## src/rtl/seg_disp_pkg.sv

```systemverilog
// Shared constants for the multiplexed seven-segment display: active-low glyphs
// (bit 6 = g .. bit 0 = a), digit-count limits and converter state encoding.
package seg_disp_pkg;

    localparam int unsigned NDIGITS_MIN = 1;
    localparam int unsigned NDIGITS_MAX = 8;

    localparam logic [6:0] SEG_0     = 7'b1000000;
    localparam logic [6:0] SEG_1     = 7'b1111001;
    localparam logic [6:0] SEG_2     = 7'b0100100;
    localparam logic [6:0] SEG_3     = 7'b0110000;
    localparam logic [6:0] SEG_4     = 7'b0011001;
    localparam logic [6:0] SEG_5     = 7'b0010010;
    localparam logic [6:0] SEG_6     = 7'b0000010;
    localparam logic [6:0] SEG_7     = 7'b1111000;
    localparam logic [6:0] SEG_8     = 7'b0000000;
    localparam logic [6:0] SEG_9     = 7'b0010000;
    localparam logic [6:0] SEG_A     = 7'b0001000;
    localparam logic [6:0] SEG_B     = 7'b0000011;
    localparam logic [6:0] SEG_C     = 7'b1000110;
    localparam logic [6:0] SEG_D     = 7'b0100001;
    localparam logic [6:0] SEG_E     = 7'b0000110;
    localparam logic [6:0] SEG_F     = 7'b0001110;
    localparam logic [6:0] SEG_BLANK = 7'b1111111;
    localparam logic [6:0] SEG_DASH  = 7'b0111111;

    typedef enum logic [1:0] {
        CV_IDLE,
        CV_SHIFT,
        CV_DONE
    } cv_state_e;

    function automatic logic [6:0] hex_glyph(input logic [3:0] nib);
        logic [6:0] g;
        case (nib)
            4'h0:    g = SEG_0;
            4'h1:    g = SEG_1;
            4'h2:    g = SEG_2;
            4'h3:    g = SEG_3;
            4'h4:    g = SEG_4;
            4'h5:    g = SEG_5;
            4'h6:    g = SEG_6;
            4'h7:    g = SEG_7;
            4'h8:    g = SEG_8;
            4'h9:    g = SEG_9;
            4'hA:    g = SEG_A;
            4'hB:    g = SEG_B;
            4'hC:    g = SEG_C;
            4'hD:    g = SEG_D;
            4'hE:    g = SEG_E;
            default: g = SEG_F;
        endcase
        return g;
    endfunction

endpackage

```

## src/rtl/seg_bin2bcd.sv

```systemverilog
// Iterative double-dabble binary-to-BCD converter: one bit per cycle, then a
// single DONE cycle presenting the result; overflow is sticky past NDIGITS digits.
module seg_bin2bcd
    import seg_disp_pkg::*;
#(
    parameter int unsigned BIN_W   = 16,
    parameter int unsigned NDIGITS = 4
) (
    input  logic                 clk_i,
    input  logic                 rst_i,
    input  logic                 start_i,
    input  logic [BIN_W-1:0]     bin_i,
    output logic                 busy_o,
    output logic                 done_o,
    output logic [4*NDIGITS-1:0] bcd_o,
    output logic                 ovf_o
);

    localparam int unsigned DW = 4 * NDIGITS;
    localparam int unsigned CW = (BIN_W > 1) ? $clog2(BIN_W) : 1;

    cv_state_e        state_q, state_d;
    logic [BIN_W-1:0] bin_q, bin_d;
    logic [DW-1:0]    bcd_q, bcd_d;
    logic [CW-1:0]    cnt_q, cnt_d;
    logic             ovf_q, ovf_d;
    logic [DW-1:0]    adj;

    always_ff @(posedge clk_i or posedge rst_i) begin
        if (rst_i) begin
            state_q <= CV_IDLE;
            bin_q   <= '0;
            bcd_q   <= '0;
            cnt_q   <= '0;
            ovf_q   <= 1'b0;
        end else begin
            state_q <= state_d;
            bin_q   <= bin_d;
            bcd_q   <= bcd_d;
            cnt_q   <= cnt_d;
            ovf_q   <= ovf_d;
        end
    end

    always_comb begin
        state_d = state_q;
        bin_d   = bin_q;
        bcd_d   = bcd_q;
        cnt_d   = cnt_q;
        ovf_d   = ovf_q;
        adj     = '0;
        for (int unsigned k = 0; k < NDIGITS; k++) begin
            adj[4*k +: 4] = (bcd_q[4*k +: 4] >= 4'd5) ? bcd_q[4*k +: 4] + 4'd3
                                                       : bcd_q[4*k +: 4];
        end
        case (state_q)
            CV_IDLE: begin
                if (start_i) begin
                    state_d = CV_SHIFT;
                    bin_d   = bin_i;
                    bcd_d   = '0;
                    cnt_d   = '0;
                    ovf_d   = 1'b0;
                end
            end
            CV_SHIFT: begin
                // The bit shifted out of the top digit is exactly the 10^NDIGITS carry.
                bcd_d = {adj[DW-2:0], bin_q[BIN_W-1]};
                ovf_d = ovf_q | adj[DW-1];
                bin_d = bin_q << 1;
                cnt_d = cnt_q + CW'(1);
                if (cnt_q == CW'(BIN_W - 1)) begin
                    state_d = CV_DONE;
                end
            end
            CV_DONE: state_d = CV_IDLE;
            default: state_d = CV_IDLE;
        endcase
    end

    assign busy_o = (state_q != CV_IDLE);
    assign done_o = (state_q == CV_DONE);
    assign bcd_o  = bcd_q;
    assign ovf_o  = ovf_q;

endmodule

```

## src/rtl/seg_scan_display.sv

```systemverilog
// Multiplexed seven-segment scanner with hex/decimal shadow register.
// Define SEGDISP_BCD_EN to build the decimal (double-dabble) path; otherwise hex only.
module seg_scan_display
    import seg_disp_pkg::*;
#(
    parameter int unsigned NDIGITS     = 4,
    parameter int unsigned REFRESH_DIV = 262144,
    parameter int unsigned BIN_W       = 4 * NDIGITS
) (
    input  logic               clk,
    input  logic               reset,
    input  logic               load,
    input  logic [BIN_W-1:0]   value,
    input  logic               dec_mode,
    input  logic [NDIGITS-1:0] dp_mask,
    input  logic               blank_lz,
    output logic               busy,
    output logic [NDIGITS-1:0] anode_n,
    output logic [6:0]         seg_n,
    output logic               dp_n
);

    localparam int unsigned DW    = 4 * NDIGITS;
    localparam int unsigned EXT_W = (BIN_W > DW) ? BIN_W : DW;
    localparam int unsigned RW    = $clog2(REFRESH_DIV);
    localparam int unsigned IW    = (NDIGITS > 1) ? $clog2(NDIGITS) : 1;

    if (NDIGITS < NDIGITS_MIN || NDIGITS > NDIGITS_MAX) begin : g_bad_ndigits
        $error("seg_scan_display: NDIGITS out of range");
    end

    logic [NDIGITS-1:0][3:0] dig_q, dig_d;
    logic                    ovf_q, ovf_d;
    logic [NDIGITS-1:0]      dp_q, dp_d;
    logic                    blz_q, blz_d;
    logic [RW-1:0]           cnt_q, cnt_d;
    logic [IW-1:0]           idx_q, idx_d;
    logic [NDIGITS-1:0]      anode_q, anode_d;
    logic [6:0]              seg_q, seg_d;
    logic                    dpn_q, dpn_d;

    logic [EXT_W-1:0]        value_ext;
    logic                    accept;
    logic [NDIGITS-1:0]      lz_blank;
    logic                    zero_run;

    assign value_ext = EXT_W'(value);
    assign accept    = load & ~busy;

`ifdef SEGDISP_BCD_EN
    logic               cv_done;
    logic               cv_ovf;
    logic [DW-1:0]      cv_bcd;
    logic [NDIGITS-1:0] pend_dp_q;
    logic               pend_blz_q;

    seg_bin2bcd #(
        .BIN_W   (BIN_W),
        .NDIGITS (NDIGITS)
    ) u_bin2bcd (
        .clk_i   (clk),
        .rst_i   (reset),
        .start_i (accept & dec_mode),
        .bin_i   (value),
        .busy_o  (busy),
        .done_o  (cv_done),
        .bcd_o   (cv_bcd),
        .ovf_o   (cv_ovf)
    );

    // Attributes captured at load are held back so they commit with the digits.
    always_ff @(posedge clk or posedge reset) begin
        if (reset) begin
            pend_dp_q  <= '0;
            pend_blz_q <= 1'b0;
        end else if (accept && dec_mode) begin
            pend_dp_q  <= dp_mask;
            pend_blz_q <= blank_lz;
        end
    end

    always_comb begin
        dig_d = dig_q;
        ovf_d = ovf_q;
        dp_d  = dp_q;
        blz_d = blz_q;
        if (cv_done) begin
            dig_d = cv_bcd;
            ovf_d = cv_ovf;
            dp_d  = pend_dp_q;
            blz_d = pend_blz_q;
        end else if (accept && !dec_mode) begin
            dig_d = value_ext[DW-1:0];
            ovf_d = 1'b0;
            dp_d  = dp_mask;
            blz_d = blank_lz;
        end
    end
`else
    logic unused_dec_mode;
    assign unused_dec_mode = dec_mode;
    assign busy            = 1'b0;

    always_comb begin
        dig_d = dig_q;
        ovf_d = ovf_q;
        dp_d  = dp_q;
        blz_d = blz_q;
        if (accept) begin
            dig_d = value_ext[DW-1:0];
            ovf_d = 1'b0;
            dp_d  = dp_mask;
            blz_d = blank_lz;
        end
    end
`endif

    always_comb begin
        cnt_d = cnt_q + RW'(1);
        idx_d = idx_q;
        if (cnt_q == RW'(REFRESH_DIV - 1)) begin
            cnt_d = '0;
            idx_d = (idx_q == '0) ? IW'(NDIGITS - 1) : idx_q - IW'(1);
        end
    end

    // Walk from the MSD down; a digit blanks while every digit at or above it is zero.
    always_comb begin
        zero_run = 1'b1;
        lz_blank = '0;
        for (int unsigned i = 0; i < NDIGITS; i++) begin
            zero_run                 = zero_run & (dig_q[NDIGITS-1-i] == 4'd0);
            lz_blank[NDIGITS-1-i]    = zero_run & (i != NDIGITS - 1);
        end
    end

    always_comb begin
        anode_d = ~(NDIGITS'(1) << idx_q);
        dpn_d   = ~dp_q[idx_q];
        if (ovf_q) begin
            seg_d = SEG_DASH;
        end else if (blz_q && lz_blank[idx_q]) begin
            seg_d = SEG_BLANK;
        end else begin
            seg_d = hex_glyph(dig_q[idx_q]);
        end
    end

    always_ff @(posedge clk or posedge reset) begin
        if (reset) begin
            dig_q   <= '0;
            ovf_q   <= 1'b0;
            dp_q    <= '0;
            blz_q   <= 1'b0;
            cnt_q   <= '0;
            idx_q   <= IW'(NDIGITS - 1);
            anode_q <= '1;
            seg_q   <= SEG_BLANK;
            dpn_q   <= 1'b1;
        end else begin
            dig_q   <= dig_d;
            ovf_q   <= ovf_d;
            dp_q    <= dp_d;
            blz_q   <= blz_d;
            cnt_q   <= cnt_d;
            idx_q   <= idx_d;
            anode_q <= anode_d;
            seg_q   <= seg_d;
            dpn_q   <= dpn_d;
        end
    end

    assign anode_n = anode_q;
    assign seg_n   = seg_q;
    assign dp_n    = dpn_q;

endmodule

```

## config.mk

```make
export PLATFORM = sky130hd
export DESIGN_NAME = seg_scan_display
export DESIGN_NICKNAME = d
export VERILOG_FILES = /design/src/rtl/seg_disp_pkg.sv /design/src/rtl/seg_bin2bcd.sv /design/src/rtl/seg_scan_display.sv
export SDC_FILE = /design/constraint.sdc
export NUM_CORES = 1
export LEC_CHECK = 0
export BUFFER_PORTS_ARGS = -buffer_cell sky130_fd_sc_hd__buf_4
export CORE_MARGIN = 8
export CORE_UTILIZATION = 51
export DETAILED_ROUTE_END_ITERATION = 8
export PLACE_DENSITY = 0.8
export SYNTH_ARGS = -nofsm -noshare
export SYNTH_HDL_FRONTEND = slang
export SYNTH_SLANG_ARGS = --single-unit
```

## constraint.sdc

```tcl
create_clock -name clk -period 1.95 [get_ports clk]
set_clock_uncertainty 0.05 [all_clocks]
set_input_delay 0.4875 -clock clk [delete_from_list [all_inputs] [get_ports clk]]
set_output_delay 0.4875 -clock clk [all_outputs]
set_load 0.01 [all_outputs]
```

## Word-level counts from Yosys, hierarchy flattened

Memory sizes are Yosys's and may differ from the RTL's.
Cells that the tools add are included.

| word-level totals | value |
|---|---|
| flip-flop bits (word level) | 53 |
| memory bits (read-only) | 112 |
| word-level logic and storage cells | 35 |
| memories | 1 |

Memories:

| memory | words | bits a word | rd ports | clocked after memory_dff | wr ports | RTL line | RTL |
|---|---|---|---|---|---|---|---|
| (name not given) | 16 | 7 | 1 | 0 | 0 | seg_disp_pkg.sv:35 | `case (nib)` |

| operators by class | value |
|---|---|
| $add $sub $neg | 2 |
| $lt $le $gt $ge | 1 |
| equality and inequality tests | 1 |
| shift operators | 1 |
| multiplexer cells | 9 |
| bitwise logic cells | 4 |
| reduce and logical (&&, ||, !) cells | 5 |

Operator list:

| operator | count |
|---|---|
| 18-bit by 1-bit adder with 18-bit output, second input constant | 1 |
| 18-bit == test, second input constant | 1 |
| 18-bit two-way mux | 1 |
| 4-bit logical NOT | 3 |
| 4-bit binary-select mux with 2-bit select | 1 |
| 7-bit two-way mux | 1 |
| 1-bit binary-select mux with 2-bit select | 2 |
| 4-bit two-way mux | 1 |
| 4-bit NOT | 1 |
| 1-bit by 2-bit left shift with 4-bit output, first input constant | 1 |
| 2-bit by 3-bit < comparator with 1-bit output, second input constant | 1 |
| 1-bit bitwise AND | 2 |
| 2-bit logical NOT | 1 |
| 1-bit two-way mux | 2 |
| 2-bit two-way mux | 1 |
| 2-bit by 1-bit subtractor with 2-bit output, second input constant | 1 |
| 1-bit logical AND | 1 |
| 1-bit NOT | 1 |

## Logic depth before layout (Yosys ltp)

| logic depth | value |
|---|---|
| word-level depth | 7 |
| gate-level depth with buffers | 7 |
| mapped depth without buffers | 6 |

## Worst setup path before layout

No wires, ideal clock.

| timing | value |
|---|---|
| kind | flip-flop to flip-flop |
| from | reg idx_q[0] |
| to | reg seg_q[3] (netlist: seg_n[3]) |
| library setup time | 0.089 ns |
| arrival | 1.935 ns |
| data required time | 1.811 ns |
| setup slack | -0.124 ns |
| cell stages (with the launch flop) | 7 |
| buffers on the path | 1 |
| period minus slack after synthesis | 2.074 ns |
| cell sequence | dfstp_2 buf_6 mux4_2 ha_1 or2_2 a21oi_1 o21ai_0 |

| between the ends | value |
|---|---|
| longest elaborated chain between the ends | 4 |
| elaborated cells between the ends (all ways) | 7 |
| those cells by class | mux (5); reduce/logical (1); memory (1) |

Ends and longest elaborated chain:

| what | RTL line | RTL |
|---|---|---|
| start, declared | seg_scan_display.sv:37 | `logic [IW-1:0] idx_q, idx_d;` |
| start signal, assigned | seg_scan_display.sv:156 | `idx_q <= IW'(NDIGITS - 1);` |
| start signal, assigned | seg_scan_display.sv:166 | `idx_q <= idx_d;` |
| 4-bit binary-select mux with 2-bit select / 1-bit binary-select mux with 2-bit select (equally long branches) | seg_scan_display.sv:145, seg_scan_display.sv:142 |  |
| 4-bit two-way mux (not written as such) / 1-bit two-way mux (equally long branches) | seg_scan_display.sv:145, seg_scan_display.sv:142 |  |
| memory read 16 x 7 bit / 1-bit logical AND (equally long branches) | -- |  |
| 7-bit two-way mux * | seg_scan_display.sv:142 | `end else if (blz_q && lz_blank[idx_q]) begin` |
| via seg_d[3] | seg_scan_display.sv:39 | `logic [6:0] seg_q, seg_d;` |
| end signal, assigned | seg_scan_display.sv:168 | `seg_q <= seg_d;` |
| end, declared | seg_scan_display.sv:39 |  |

Mark *: on every way through the listed nets, which the timed path passes. The rest lies on a longest branch. The select of a mux whose other input is x is not followed.
A chain may end at the register's enable or synchronous reset.

## Final worst setup path

Ends and elaborated chain as after synthesis.

==> impl_results.md <==
- Tmin final: 2.00 ns
- Gpl congestion: 0.833
- Die height: 87.2 um
- RSZ-0062 raised after global routing: true
- Cells after DPL: 319
- Cell variety after synth: 44
- Syn. warnings: 0
- Cell leakage power: 1.44 nW
- Port buffer count: 35
- Fin cells: 335
- CTS Buffer Depth: 2
- Met3 Use GR: between 3 and 4%
- Clock sink count: 53
- Num ports: 38
- WP data arrival: 2.18 ns
- Cell Chain, Critical Path: mux4_2 > ha_4 > or2_4 > a21oi_2 > o21ai_1
- Final core occ: between 60% and 70%
- Clock root cell: clkbuf_8
- Top post-synthesis cells by count: dfrtp_1, mux2_2, dfstp_2, xor2_1
- Syn Area/Cell: roughly 12 sq um
- Dpl hpwl: 3440 um
- Reg clk slew, reported paths: about 0.10 ns
- Yosys top cell area share: a little under two fifths
- Ratio of cells with drive above 1 in the final layout: 44.2%
- Cts bufs inserted: 5
- Std-Cell Rows: 26
- GRT overflow: 0
- Final worst setup slack: -0.0491 ns
- Final nets: 300
- Met2 Usage GRT: 20.5%
- Htree depth: 2
- Asr flop ratio synth: 100%
- Routed WL: 4990 um
- Met1 Track Usage GR: 17.2%
- Seq/Total Area, Yosys: between 50% and 60%
- CP Buf/Inv Count: 0
- Fillcell total: 391
- Most numerous cell in the Yosys netlist: dfrtp_1
- CP max FO: 7
- First-pass GRT wire length: slightly below 8000 um
- Vias per cell: around 5.2
- CP Class: register to register
- Mapped cell area: 0.00259 sq mm
- WL per Instance: 14.9 um
- Failing checks: setup timing
- DRC viols: 0
- Via count: 1,739
- Gate Count Post-Synth: 211
- DR iter-0 viols: 86
- Yosys reg bits: 53
- CTS tree: built
- Synth area leaders: dfrtp_1, dfstp_2, mux2_2, ha_1, mux4_2
- Fmax: 500 MHz
- Number of global-route vias before repair: 1,750
- Clock Latency Late Sink: 0.31 ns
- Die area: 0.00761 sq mm
- Status: finished with violations
- Yosys top cell by area: dfrtp_1
- Req. time, crit path: around 2.1 ns
- Initial antenna violation count: 0
- Most used routing layer: met2
- Crit. End Element: register
- CP top delay family: flip-flops
- CP max-delay cell: dfstp_2
- Largest net degree at the start of global routing: 26
- Ys flop type: dfrtp_1
- Post-synth EDFFs: 0
- Crit share post-route: 103%
- Startpoint Class: register
- GRT Resource Usage Total: 13.2%
- Max Cap Viol: 0
- Final setup fails: 4
- Worst path max stage delay: about 0.63 ns
- Starting Density: 51.7%
- Mapped Nets: ~250
- Core area: 0.00501 sq mm
- Hold Fails Final Rpt: 0
- Maximum VDD drop: 466 uV
- Ant. Diodes: 0
- Power per cell area: 722 mW/mm^2
- Pre-Repair DR Iteration Count: 4
- Routed Antenna Nets: 0
- Slew Viols, Final: 0
- Layout area overhead: 24.7%
- Die width: between 80 and 90 um
- HP Class: primary input to async pin
## per-stage QoR
stage                     instance area, sq um  hold WS [ns]  worst slack [ns]  total power, mW  TNS (ns)
after global routing                      3230         0.105            -0.108             2.43    -0.496
after CTS                                 3150        0.0975           -0.0325             2.33   -0.0681
after floorplan                           2620         0.376           -0.0287             1.46   -0.0505
after detailed placement                  3010         0.403           -0.0587             1.59    -0.152
after global placement                    3010         0.394           -0.0276             1.58   -0.0784
final                                     3230        0.0923           -0.0491             2.33    -0.133
## logic make-up after synthesis
kind of cell	count (synthesis)	share of synthesized area, %
multiplexers	30	15.6
AND/OR/NAND/NOR	59	12.5
AO/OA/AOI/OAI	22	5.32
flip-flops	53	51.9
adder cells (fa/ha/maj)	11	5.32
other	1	0.145
XOR/XNOR	16	5.41
buffers and inverters	19	3.87
## placed cells by master (no fill, tap or decap), types with 3 or more instances in the layout
master,n
dfrtp_1,39
xor2_1,14
and3_1,4
nand3_1,9
dfstp_2,14
ha_1,6
nor3_1,5
o211ai_1,3
inv_1,8
ha_4,3
nor4_1,3
buf_4,51
clkbuf_8,5
mux4_2,6
a21oi_1,4
mux2_2,21
nand2_1,11
o21ai_0,3
nor2_1,11
## cell type report
cell class                 count  area (sq um)  area share, %
sequential                    53          1340           41.6
multi-input combinational    140          1230           38.0
timing repair buffer          53           414           12.8
tap                           70          87.6           2.71
clock buffer                   6          72.6           2.25
inverter                      11          48.8           1.51
clock inverter                 2          35.0           1.08
## path summary, 6_finish.rpt
path                                      start                    end  slack [ns]  cells past startpoint
min in group clk                      value[13]  dig_q[13]$_DFFE_PP0P_        0.36                      2
hold reg to reg              cnt_q[0]$_DFF_PP0_     cnt_q[0]$_DFF_PP0_        0.41                      1
setup / recovery           idx_q[0]$_DFFE_PP1N_     seg_n[3]$_DFF_PP1_       -0.05                      5
hold / removal                            reset     cnt_q[4]$_DFF_PP0_        0.09                      2
setup reg to reg           idx_q[0]$_DFFE_PP1N_     seg_n[3]$_DFF_PP1_       -0.05                      5
max in group asynchronous                 reset     seg_n[5]$_DFF_PP1_        1.18                      3
## flip-flops by register name (all words and copies together) (netlist names)
| register | count |
|---|---|
| anode_n | 4 |
| dp_q | 4 |
| idx_q | 2 |
| cnt_q | 18 |
| blz_q | 1 |
| dig_q | 16 |
| seg_n | 7 |
| dp_n | 1 |
## what timing repair did
item	CTS	global route
hold endpoints to repair	0	0
hold buffers	0	0
cloned	0	1
pin swaps	1	3
resized for setup	4	6
buffers inserted	3	4
endpoints found under the setup margin	5	7
## metal layers
metal / vias to the layer above / share of wire (%) / wire (um)
met5: - / 0 / 0
met4: 0 / 1.3 / 64
met3: 5 / 5.0 / 249
met2: 47 / 45 / 2250
met1: 838 / 49 / 2430
li1: 849 / - / -
## power breakdown
group,total (mW),internal [mW],switching [mW]
sequential,1.24,1.19,0.0510
clock,0.727,0.381,0.346
combinational,0.363,0.207,0.156
Note: power is estimated with default switching activity, not from simulation.
